==> src/rtl/modulation_segment_sequencer.sv <==
// modulation_segment_sequencer
// Time-multiplexes one shared if/else segment datapath across NUM_SEG
// segments of a frame. Each segment is issued to the shared datapath, waited
// on for LAT cycles, captured (cond_in selects if_result or else_result) and
// emitted on a valid/ready stream. A done pulse closes the frame.
//
// Optional build feature:
//   `define MODSEQ_IF_COUNT_EN  -> builds the if_count counter (number of
//                                  segments whose condition was true).
//   undefined (default)         -> if_count is tied to zero.
module modulation_segment_sequencer #(
   parameter int NUM_SEG = 8,
   parameter int DATA_W  = 32,
   parameter int LAT     = 2,
   localparam int IDX_W  = (NUM_SEG > 1) ? $clog2(NUM_SEG) : 1
) (
   input  logic              clk,
   input  logic              reset,
   input  logic              start,
   input  logic [DATA_W-1:0] input_bit,
   output logic [DATA_W-1:0] cond_word,
   output logic [IDX_W-1:0]  seg_idx,
   output logic              issue_valid,
   input  logic [DATA_W-1:0] if_result,
   input  logic [DATA_W-1:0] else_result,
   input  logic              cond_in,
   output logic              out_valid,
   input  logic              out_ready,
   output logic [IDX_W-1:0]  out_idx,
   output logic [DATA_W-1:0] out_data,
   output logic              busy,
   output logic              done,
   output logic [IDX_W:0]    if_count
);

   // Wait counter only needs to reach LAT-1; keep at least one bit so the
   // LAT=0 and LAT=1 builds stay well-formed.
   localparam int CNT_W = (LAT > 1) ? $clog2(LAT) : 1;
   localparam int IFC_W = IDX_W + 1;

   localparam logic [CNT_W-1:0] WAIT_LAST = CNT_W'((LAT > 0) ? (LAT - 1) : 0);
   localparam logic [IDX_W-1:0] LAST_IDX  = IDX_W'(NUM_SEG - 1);
   localparam logic [IDX_W-1:0] IDX_ONE   = IDX_W'(1);
   localparam logic [CNT_W-1:0] CNT_ONE   = CNT_W'(1);

   typedef enum logic [2:0] {
      S_IDLE    = 3'd0,
      S_ISSUE   = 3'd1,
      S_WAIT    = 3'd2,
      S_CAPTURE = 3'd3,
      S_EMIT    = 3'd4,
      S_DONE    = 3'd5
   } state_t;

   // With zero datapath latency the results are already valid in the cycle
   // after issue, so WAIT is skipped entirely.
   localparam state_t POST_ISSUE = (LAT > 0) ? S_WAIT : S_CAPTURE;

   // 2:1 combine of the shared if/else paths.
   function automatic logic [DATA_W-1:0] combine_sel(
      input logic              sel,
      input logic [DATA_W-1:0] if_val,
      input logic [DATA_W-1:0] else_val
   );
      logic [DATA_W-1:0] res;
      if (sel) begin
         res = if_val;
      end else begin
         res = else_val;
      end
      return res;
   endfunction

   state_t            state_q,       state_d;
   logic [DATA_W-1:0] cond_word_q,   cond_word_d;
   logic [IDX_W-1:0]  seg_idx_q,     seg_idx_d;
   logic [CNT_W-1:0]  wait_cnt_q,    wait_cnt_d;
   logic              issue_valid_q, issue_valid_d;
   logic              out_valid_q,   out_valid_d;
   logic [IDX_W-1:0]  out_idx_q,     out_idx_d;
   logic [DATA_W-1:0] out_data_q,    out_data_d;
   logic              busy_q,        busy_d;
   logic              done_q,        done_d;

   // Next-state logic: frame sequencing, segment stepping and result capture.
   always_comb begin
      state_d     = state_q;
      cond_word_d = cond_word_q;
      seg_idx_d   = seg_idx_q;
      wait_cnt_d  = wait_cnt_q;
      out_idx_d   = out_idx_q;
      out_data_d  = out_data_q;

      case (state_q)
         S_IDLE: begin
            if (start) begin
               state_d     = S_ISSUE;
               cond_word_d = input_bit;
               seg_idx_d   = '0;
            end else begin
               state_d = S_IDLE;
            end
         end

         S_ISSUE: begin
            state_d    = POST_ISSUE;
            wait_cnt_d = '0;
         end

         S_WAIT: begin
            if (wait_cnt_q == WAIT_LAST) begin
               state_d    = S_CAPTURE;
               wait_cnt_d = '0;
            end else begin
               state_d    = S_WAIT;
               wait_cnt_d = wait_cnt_q + CNT_ONE;
            end
         end

         S_CAPTURE: begin
            // The only cycle in which the shared datapath outputs are sampled.
            out_data_d = combine_sel(cond_in, if_result, else_result);
            out_idx_d  = seg_idx_q;
            state_d    = S_EMIT;
         end

         S_EMIT: begin
            if (out_ready) begin
               if (seg_idx_q == LAST_IDX) begin
                  state_d = S_DONE;
               end else begin
                  seg_idx_d = seg_idx_q + IDX_ONE;
                  state_d   = S_ISSUE;
               end
            end else begin
               state_d = S_EMIT;
            end
         end

         S_DONE: begin
            // A start seen here is deliberately dropped, not queued.
            state_d = S_IDLE;
         end

         default: begin
            state_d = S_IDLE;
         end
      endcase
   end

   // Output decode from the next state so every status output is a flop.
   always_comb begin
      issue_valid_d = 1'b0;
      out_valid_d   = 1'b0;
      busy_d        = 1'b0;
      done_d        = 1'b0;

      case (state_d)
         S_ISSUE: begin
            issue_valid_d = 1'b1;
            busy_d        = 1'b1;
         end
         S_WAIT: begin
            busy_d = 1'b1;
         end
         S_CAPTURE: begin
            busy_d = 1'b1;
         end
         S_EMIT: begin
            out_valid_d = 1'b1;
            busy_d      = 1'b1;
         end
         S_DONE: begin
            done_d = 1'b1;
         end
         S_IDLE: begin
            busy_d = 1'b0;
         end
         default: begin
            busy_d = 1'b0;
         end
      endcase
   end

   // Sequencer state and registered outputs; reset aborts any frame silently.
   always_ff @(posedge clk) begin
      if (reset) begin
         state_q       <= S_IDLE;
         cond_word_q   <= '0;
         seg_idx_q     <= '0;
         wait_cnt_q    <= '0;
         issue_valid_q <= 1'b0;
         out_valid_q   <= 1'b0;
         out_idx_q     <= '0;
         out_data_q    <= '0;
         busy_q        <= 1'b0;
         done_q        <= 1'b0;
      end else begin
         state_q       <= state_d;
         cond_word_q   <= cond_word_d;
         seg_idx_q     <= seg_idx_d;
         wait_cnt_q    <= wait_cnt_d;
         issue_valid_q <= issue_valid_d;
         out_valid_q   <= out_valid_d;
         out_idx_q     <= out_idx_d;
         out_data_q    <= out_data_d;
         busy_q        <= busy_d;
         done_q        <= done_d;
      end
   end

`ifdef MODSEQ_IF_COUNT_EN
   localparam logic [IFC_W-1:0] IFC_ONE = IFC_W'(1);

   logic [IFC_W-1:0] if_count_q, if_count_d;

   // Count true conditions per frame; cleared on accepted start, held after done.
   always_comb begin
      if ((state_q == S_IDLE) && start) begin
         if_count_d = '0;
      end else if ((state_q == S_CAPTURE) && cond_in) begin
         if_count_d = if_count_q + IFC_ONE;
      end else begin
         if_count_d = if_count_q;
      end
   end

   // If-count register.
   always_ff @(posedge clk) begin
      if (reset) begin
         if_count_q <= '0;
      end else begin
         if_count_q <= if_count_d;
      end
   end

   assign if_count = if_count_q;
`else
   assign if_count = {IFC_W{1'b0}};
`endif

   assign cond_word   = cond_word_q;
   assign seg_idx     = seg_idx_q;
   assign issue_valid = issue_valid_q;
   assign out_valid   = out_valid_q;
   assign out_idx     = out_idx_q;
   assign out_data    = out_data_q;
   assign busy        = busy_q;
   assign done        = done_q;

endmodule

==> config.mk <==
export PLATFORM = sky130hd
export DESIGN_NAME = modulation_segment_sequencer
export DESIGN_NICKNAME = d
export VERILOG_FILES = /design/src/rtl/modulation_segment_sequencer.sv
export SDC_FILE = /design/constraint.sdc
export NUM_CORES = 1
export LEC_CHECK = 0
export ABC_AREA = 1
export ABC_CLOCK_PERIOD_IN_PS = 2700
export BUFFER_PORTS_ARGS = -buffer_cell sky130_fd_sc_hd__buf_2
export CAP_MARGIN = 30
export CORE_MARGIN = 8
export CORE_UTILIZATION = 45
export DETAILED_ROUTE_END_ITERATION = 6
export PLACE_DENSITY = 0.82
export SLEW_MARGIN = 20
export SYNTH_ARGS = -nofsm -noshare
export SYNTH_HDL_FRONTEND = slang
export SYNTH_SLANG_ARGS = --single-unit
==> constraint.sdc <==
create_clock -name clk -period 2.7 [get_ports clk]
set_input_delay 0.135 -clock clk [delete_from_list [all_inputs] [get_ports clk]]
set_output_delay 0.135 -clock clk [all_outputs]
set_load 0.02 [all_outputs]
Word-level counts from Yosys, hierarchy flattened
Cells that the tools add are included.
{"block": "word_totals", "ff_bits": 78, "inputBits": 101, "output_inout_bits": 78, "word_cells": 47}
{"block": "classes", "n_addsub": 2, "eq_ne": 13, "mux": 16, "reduce_logical": 6}
{"operator": "2-to-1 mux 32 bit", "n": 1}
{"operator": "2-to-1 mux 3 bit", "n": 5}
{"operator": "case mux 3 bit (5 select lines)", "n": 1}
{"operator": "equality test 3 x 2 -> 1 bit (second input constant)", "n": 4}
{"operator": "equality test 3 bit (second input constant)", "n": 4}
{"operator": "2-to-1 mux 1 bit", "n": 7}
{"operator": "equality test 3 x 1 -> 1 bit (second input constant)", "n": 2}
{"operator": "!= test 2 bit (second input constant)", "n": 3}
{"operator": "case mux 3 bit (2 select lines)", "n": 1}
{"operator": "AND reduction 4 bit", "n": 1}
{"operator": "nonzero test 2 bit", "n": 2}
{"operator": "OR reduction 4 bit", "n": 1}
{"operator": "adder 3 x 1 -> 3 bit (second input constant)", "n": 1}
{"operator": "logical NOT 3 bit", "n": 1}
{"operator": "case mux 1 bit (2 select lines)", "n": 1}
{"operator": "AND reduction 2 bit", "n": 1}
{"operator": "adder 1 bit (second input constant)", "n": 1}

Depth between registers and ports, before layout
{"block": "logic_depth", "word_depth": 7, "depth_mapped": 8, "depth_no_buf": 8}

Least setup slack after synthesis
Ideal clock, no wire load.
{"block": "synth_path", "path_kind": "reg-to-reg", "startpoint": "register seg_idx_q[0] (netlist: seg_idx[0])", "endpoint": "register seg_idx_q[1] (netlist: seg_idx[1])", "setup_ps": 117, "arrival_time_ps": 1242, "required_time_ps": 2583, "path_slack_ps": 1341, "stages_incl_launch_ff": 7, "path_buffers": 0, "period_less_slack_ps": 1359, "cell_sequence": "dfxtp_1 ha_1 ha_1 inv_1 nand4_1 a22oi_1 nor2_1"}
{"block": "synth_via", "elab_chain_cells": 4, "word_cells_on_any_way": 7, "classes_between": "add/sub: 1; eq/ne: 2; mux: 3; reduce/logical: 1"}
{"item": "from (decl)", "line_no": "76", "rtl": "logic [IDX_W-1:0] seg_idx_q, seg_idx_d;"}
{"item": "from (signal assigned)", "line_no": "201", "rtl": "seg_idx_q <= seg_idx_d;"}
{"item": "adder 3 x 1 -> 3 bit", "line_no": "132", "rtl": "seg_idx_d = seg_idx_q + IDX_ONE;"}
{"item": "2-to-1 mux 3 bit", "line_no": "129", "rtl": "if (seg_idx_q == LAST_IDX) begin"}
{"item": "2-to-1 mux 3 bit", "line_no": "128", "rtl": "if (out_ready) begin"}
{"item": "case mux 3 bit (2 select lines)", "line_no": "94", "rtl": "case (state_q)"}
Parallel ways exist; a longest one is shown, timed or not. The select of a mux whose other input is x is not followed.
A chain may end at the register's enable or synchronous reset.

==> results by group <==
Run status
  – Status: finished, final reports clean

Critical path
  – Worst Setup End Kind: flip-flop
  – Critical R2R Launch: state_q[2]
  – Crit path DAT: 1980 ps
  – CP max FO: 46
  – Setup CP Type: in -> reg
  – Reg2reg setup slack: 1050 ps
  – Critical path, cell by cell: dlygate4sd3_1 -> buf_2 -> clkinv_1 -> buf_12 -> nand2_1 -> nand3_1
  – R2r endpoint: cond_word[7]
  – Worst R2R Path Depth: 6
  – Slowest cell delay on critical path: 580 ps
  – Critical Path Source Type: primary input
  – Crit path max-delay cell type: clkinv_1
  – Delay-heaviest family, CP: buffers and inverters
  – Buf/Inv on CP: 4
  – Worst EP required: 2920 ps

Floorplan
  – Initial core utilization: 46.1%
  – Row Count: 30
  – Die Wd: 99.2 um
  – Ports: 179
  – Die Span Y: 99.2 um
  – Core area: 6760 um2
  – Die footprint: 9830 um2

Logic synthesis
  – Warnings from Yosys: 0
  – Synth cell types: 31
  – Syn avg cell area: 8.57 um2
  – Seq cells post-synth: 78
  – Seq/Total Area, Yosys: 50.2%
  – Synth Cell Area: 3110 um2
  – Mapped Cells: 363

Routing
  – Initial DRC count: 71
  – Wire length per cell: 14.3 um
  – DR pass1 iterations: 4
  – Highest metal used: met4
  – Final ANT Viol Nets: 0
  – DRC viols: 0
  – Met2 wire len: 3890 um
  – Wl on met1: 3580 um
  – Vias: 3,013
  – WL final: 8750 um
  – Met3 Wirelength: 1160 um
  – Vias/cell: 4.94

Power
  – PD cells: 610 nW/um2
  – Int Power: 1.79 mW
  – Combinational power share: 19.0%
  – P_sw: 725 uW
  – P_leak: 2.19 nW
  – VDD IR-drop max: 0.000332 V
  – Reg power frac: 50.3%
  – Pwr Total: 2.52 mW
  – Switching share of power: 28.8%
  – Clock power share: 30.7%

Timing
  – Minimum clock period: 1760 ps
  – Setup TNS: 0 ps
  – # setup viols final: 0
  – Unrepaired setup endpoints after global routing: false
  – Max_slew headroom: 39.6%
  – Worst-margin pin slew: 906 ps
  – Slew Limit Fails: 0
  – Layout Skew: 6.33 ps
  – Fin crit share: 65.1%
  – F_max: 569 MHz
  – Endpoints failing hold: 0

GRT
  – Largest net degree at the start of global routing: 53
  – Vias in the first global route: 3,006
  – GRT Overall Usage: 17.4%
  – Initial antenna violation count: 0
  – First-pass GRT wire length: 13,900 um
  – Grt ovf: 0

Cells and area
  – Core Util, Final: 61.1%
  – Fin nets: 629
  – Share of cells above drive strength 1: 37.7%
  – Multi-input combinational cell area: 1330 um2
  – Ant. Diodes: 0
  – Fill count: 608
  – P&R area growth vs syn: 32.6%
  – Sequential Area: 1560 um2

Clocking
  – Clk buf depth: 2
  – Post-CTS Resized: 0
  – CTS buffer count: 9
  – Later-pin clock latency in the skew report: 330 ps
  – CTS tree: done
  – Clock sink total: 78
  – Hold Buf Count CTS: 1
  – Reg clk slew, reported paths: 80 ps
  – Postcts setup bufs: 0
  – Clk root buf: clkbuf_8
  – Htree depth: 3

Place
  – Port Buffer Count: 174
  – Placer congestion estimate: 0.792
  – Post-DP HPWL: 6800 um

Run
  – Maxcap violations: 0

Worst hold path
  – Hold Path End: cond_word[24]
  – WHS Path Cells: 3
  – Min-delay src: input_bit[24]
  – Worst Hold Class: in -> reg
-- Yosys cell counts --
master | n | area (um2)
o21ai_0 | 58 | 290
nand3_2 | 1 | 10.0
nand2_2 | 1 | 6.26
and2_1 | 1 | 6.26
conb_1 | 1 | 3.75
nor2_4 | 1 | 11.3
nand3_1 | 4 | 20.0
buf_12 | 1 | 20.0
nand3b_1 | 2 | 15.0
o21ai_2 | 2 | 17.5
buf_4 | 11 | 82.6
clkbuf_1 | 5 | 18.8
clkinv_1 | 1 | 3.75
buf_6 | 1 | 11.3
buf_2 | 7 | 35.0
o21ai_1 | 8 | 40.0
nor3_1 | 1 | 5.00
nor2_1 | 77 | 289
clkbuf_2 | 3 | 15.0
a21oi_2 | 1 | 8.76
nor2_2 | 1 | 6.26
a22oi_1 | 2 | 15.0
nand2_1 | 14 | 52.6
inv_1 | 9 | 33.8
nand4_1 | 1 | 6.26
dfxtp_1 | 78 | 1560
inv_2 | 2 | 7.51
mux2i_1 | 32 | 320
buf_1 | 1 | 3.75
ha_1 | 2 | 25.0
a21oi_1 | 34 | 170
-- registers in the layout, indices dropped and copies added (netlist names) --
register,flops
busy,1
cond_word,32
done,1
issue_valid,1
out_data,32
out_idx,3
out_valid,1
seg_idx,3
state_q,3
wait_cnt_q,1
-- power groups by stage --
stage / Clock, mW / Sequential, mW / Combinational [mW]
finish: 0.773 / 1.27 / 0.477
global route: 0.847 / 1.28 / 0.529
CTS: 0.801 / 1.27 / 0.482
detailed placement: 0 / 1.29 / 0.481
global placement: 0 / 1.29 / 0.469
floorplan: 0 / 1.38 / 0.223
-- worst min-delay path: cells and delay by family --
| family | cells | cell delay (ps) |
|---|---|---|
| AND/OR/NAND/NOR | 1 | 70 |
| buffers and inverters | 1 | 70 |
| AO/OA/AOI/OAI | 1 | 50 |
-- logic make-up after synthesis --
kind of cell | Yosys count | share of synthesized area [%]
flops | 78 | 50.2
compound gates | 105 | 17.4
simple gates | 104 | 13.8
other cells | 1 | 0.121
fa+ha+maj | 2 | 0.804
buf+inv | 41 | 7.44
mux | 32 | 10.3
-- layer usage --
layer  track usage [%]  vias to the layer above
met5                 0                        -
met4              6.52                        0
met3              9.92                       10
met2              27.8                      144
met1              18.6                     1328
li1                  -                     1531
-- area by class of cell --
type | instances | share of cell area, %
clock buffer | 12 | 3.76
sequential | 78 | 37.8
clock inverter | 3 | 0.485
multi-input combinational | 247 | 32.2
inverter | 12 | 1.09
tap | 80 | 2.42
timing repair buffer | 178 | 22.2
-- placed cells by master, fill, tap and decap left out --
| master | count |
|---|---|
| a21oi_1 | 34 |
| a21oi_2 | 1 |
| a22oi_1 | 2 |
| and2_1 | 1 |
| buf_12 | 1 |
| buf_2 | 174 |
| buf_4 | 2 |
| clkbuf_1 | 1 |
| clkbuf_8 | 11 |
| clkinv_1 | 1 |
| clkinv_2 | 1 |
| clkinvlp_4 | 2 |
| conb_1 | 4 |
| dfxtp_1 | 78 |
| dlygate4sd3_1 | 1 |
| ha_1 | 2 |
| inv_1 | 9 |
| inv_2 | 2 |
| mux2i_1 | 32 |
| nand2_1 | 14 |
| nand2_2 | 1 |
| nand3_1 | 4 |
| nand3_2 | 1 |
| nand3b_1 | 2 |
| nand4_1 | 1 |
| nor2_1 | 77 |
| nor2_2 | 1 |
| nor2_4 | 1 |
| nor3_1 | 1 |
| o21ai_0 | 58 |
| o21ai_1 | 8 |
| o21ai_2 | 2 |
-- worst max path at each step --
stage,from,end,depth (start not counted)
after floorplan,seg_idx[0],seg_idx[1],6
after global placement,state_q[0],out_data[10],5
after detailed placement,state_q[0],out_data[30],5
after CTS,reset,busy,6
after global routing,reset,busy,6
final,reset,busy,6
-- metrics by stage --
stage	worst slack (ps)	cells	area [um2]	hold slack, ps
2_1_floorplan	1340	366	3120	204
3_3_place_gp	1130	594	3940	345
3_5_place_dp	1050	594	3940	349
4_1_cts	960	610	4130	21.4
5_1_grt	792	610	4130	25.0
6_report	942	610	4130	31.2
Note: power is estimated with default switching activity, not from simulation.
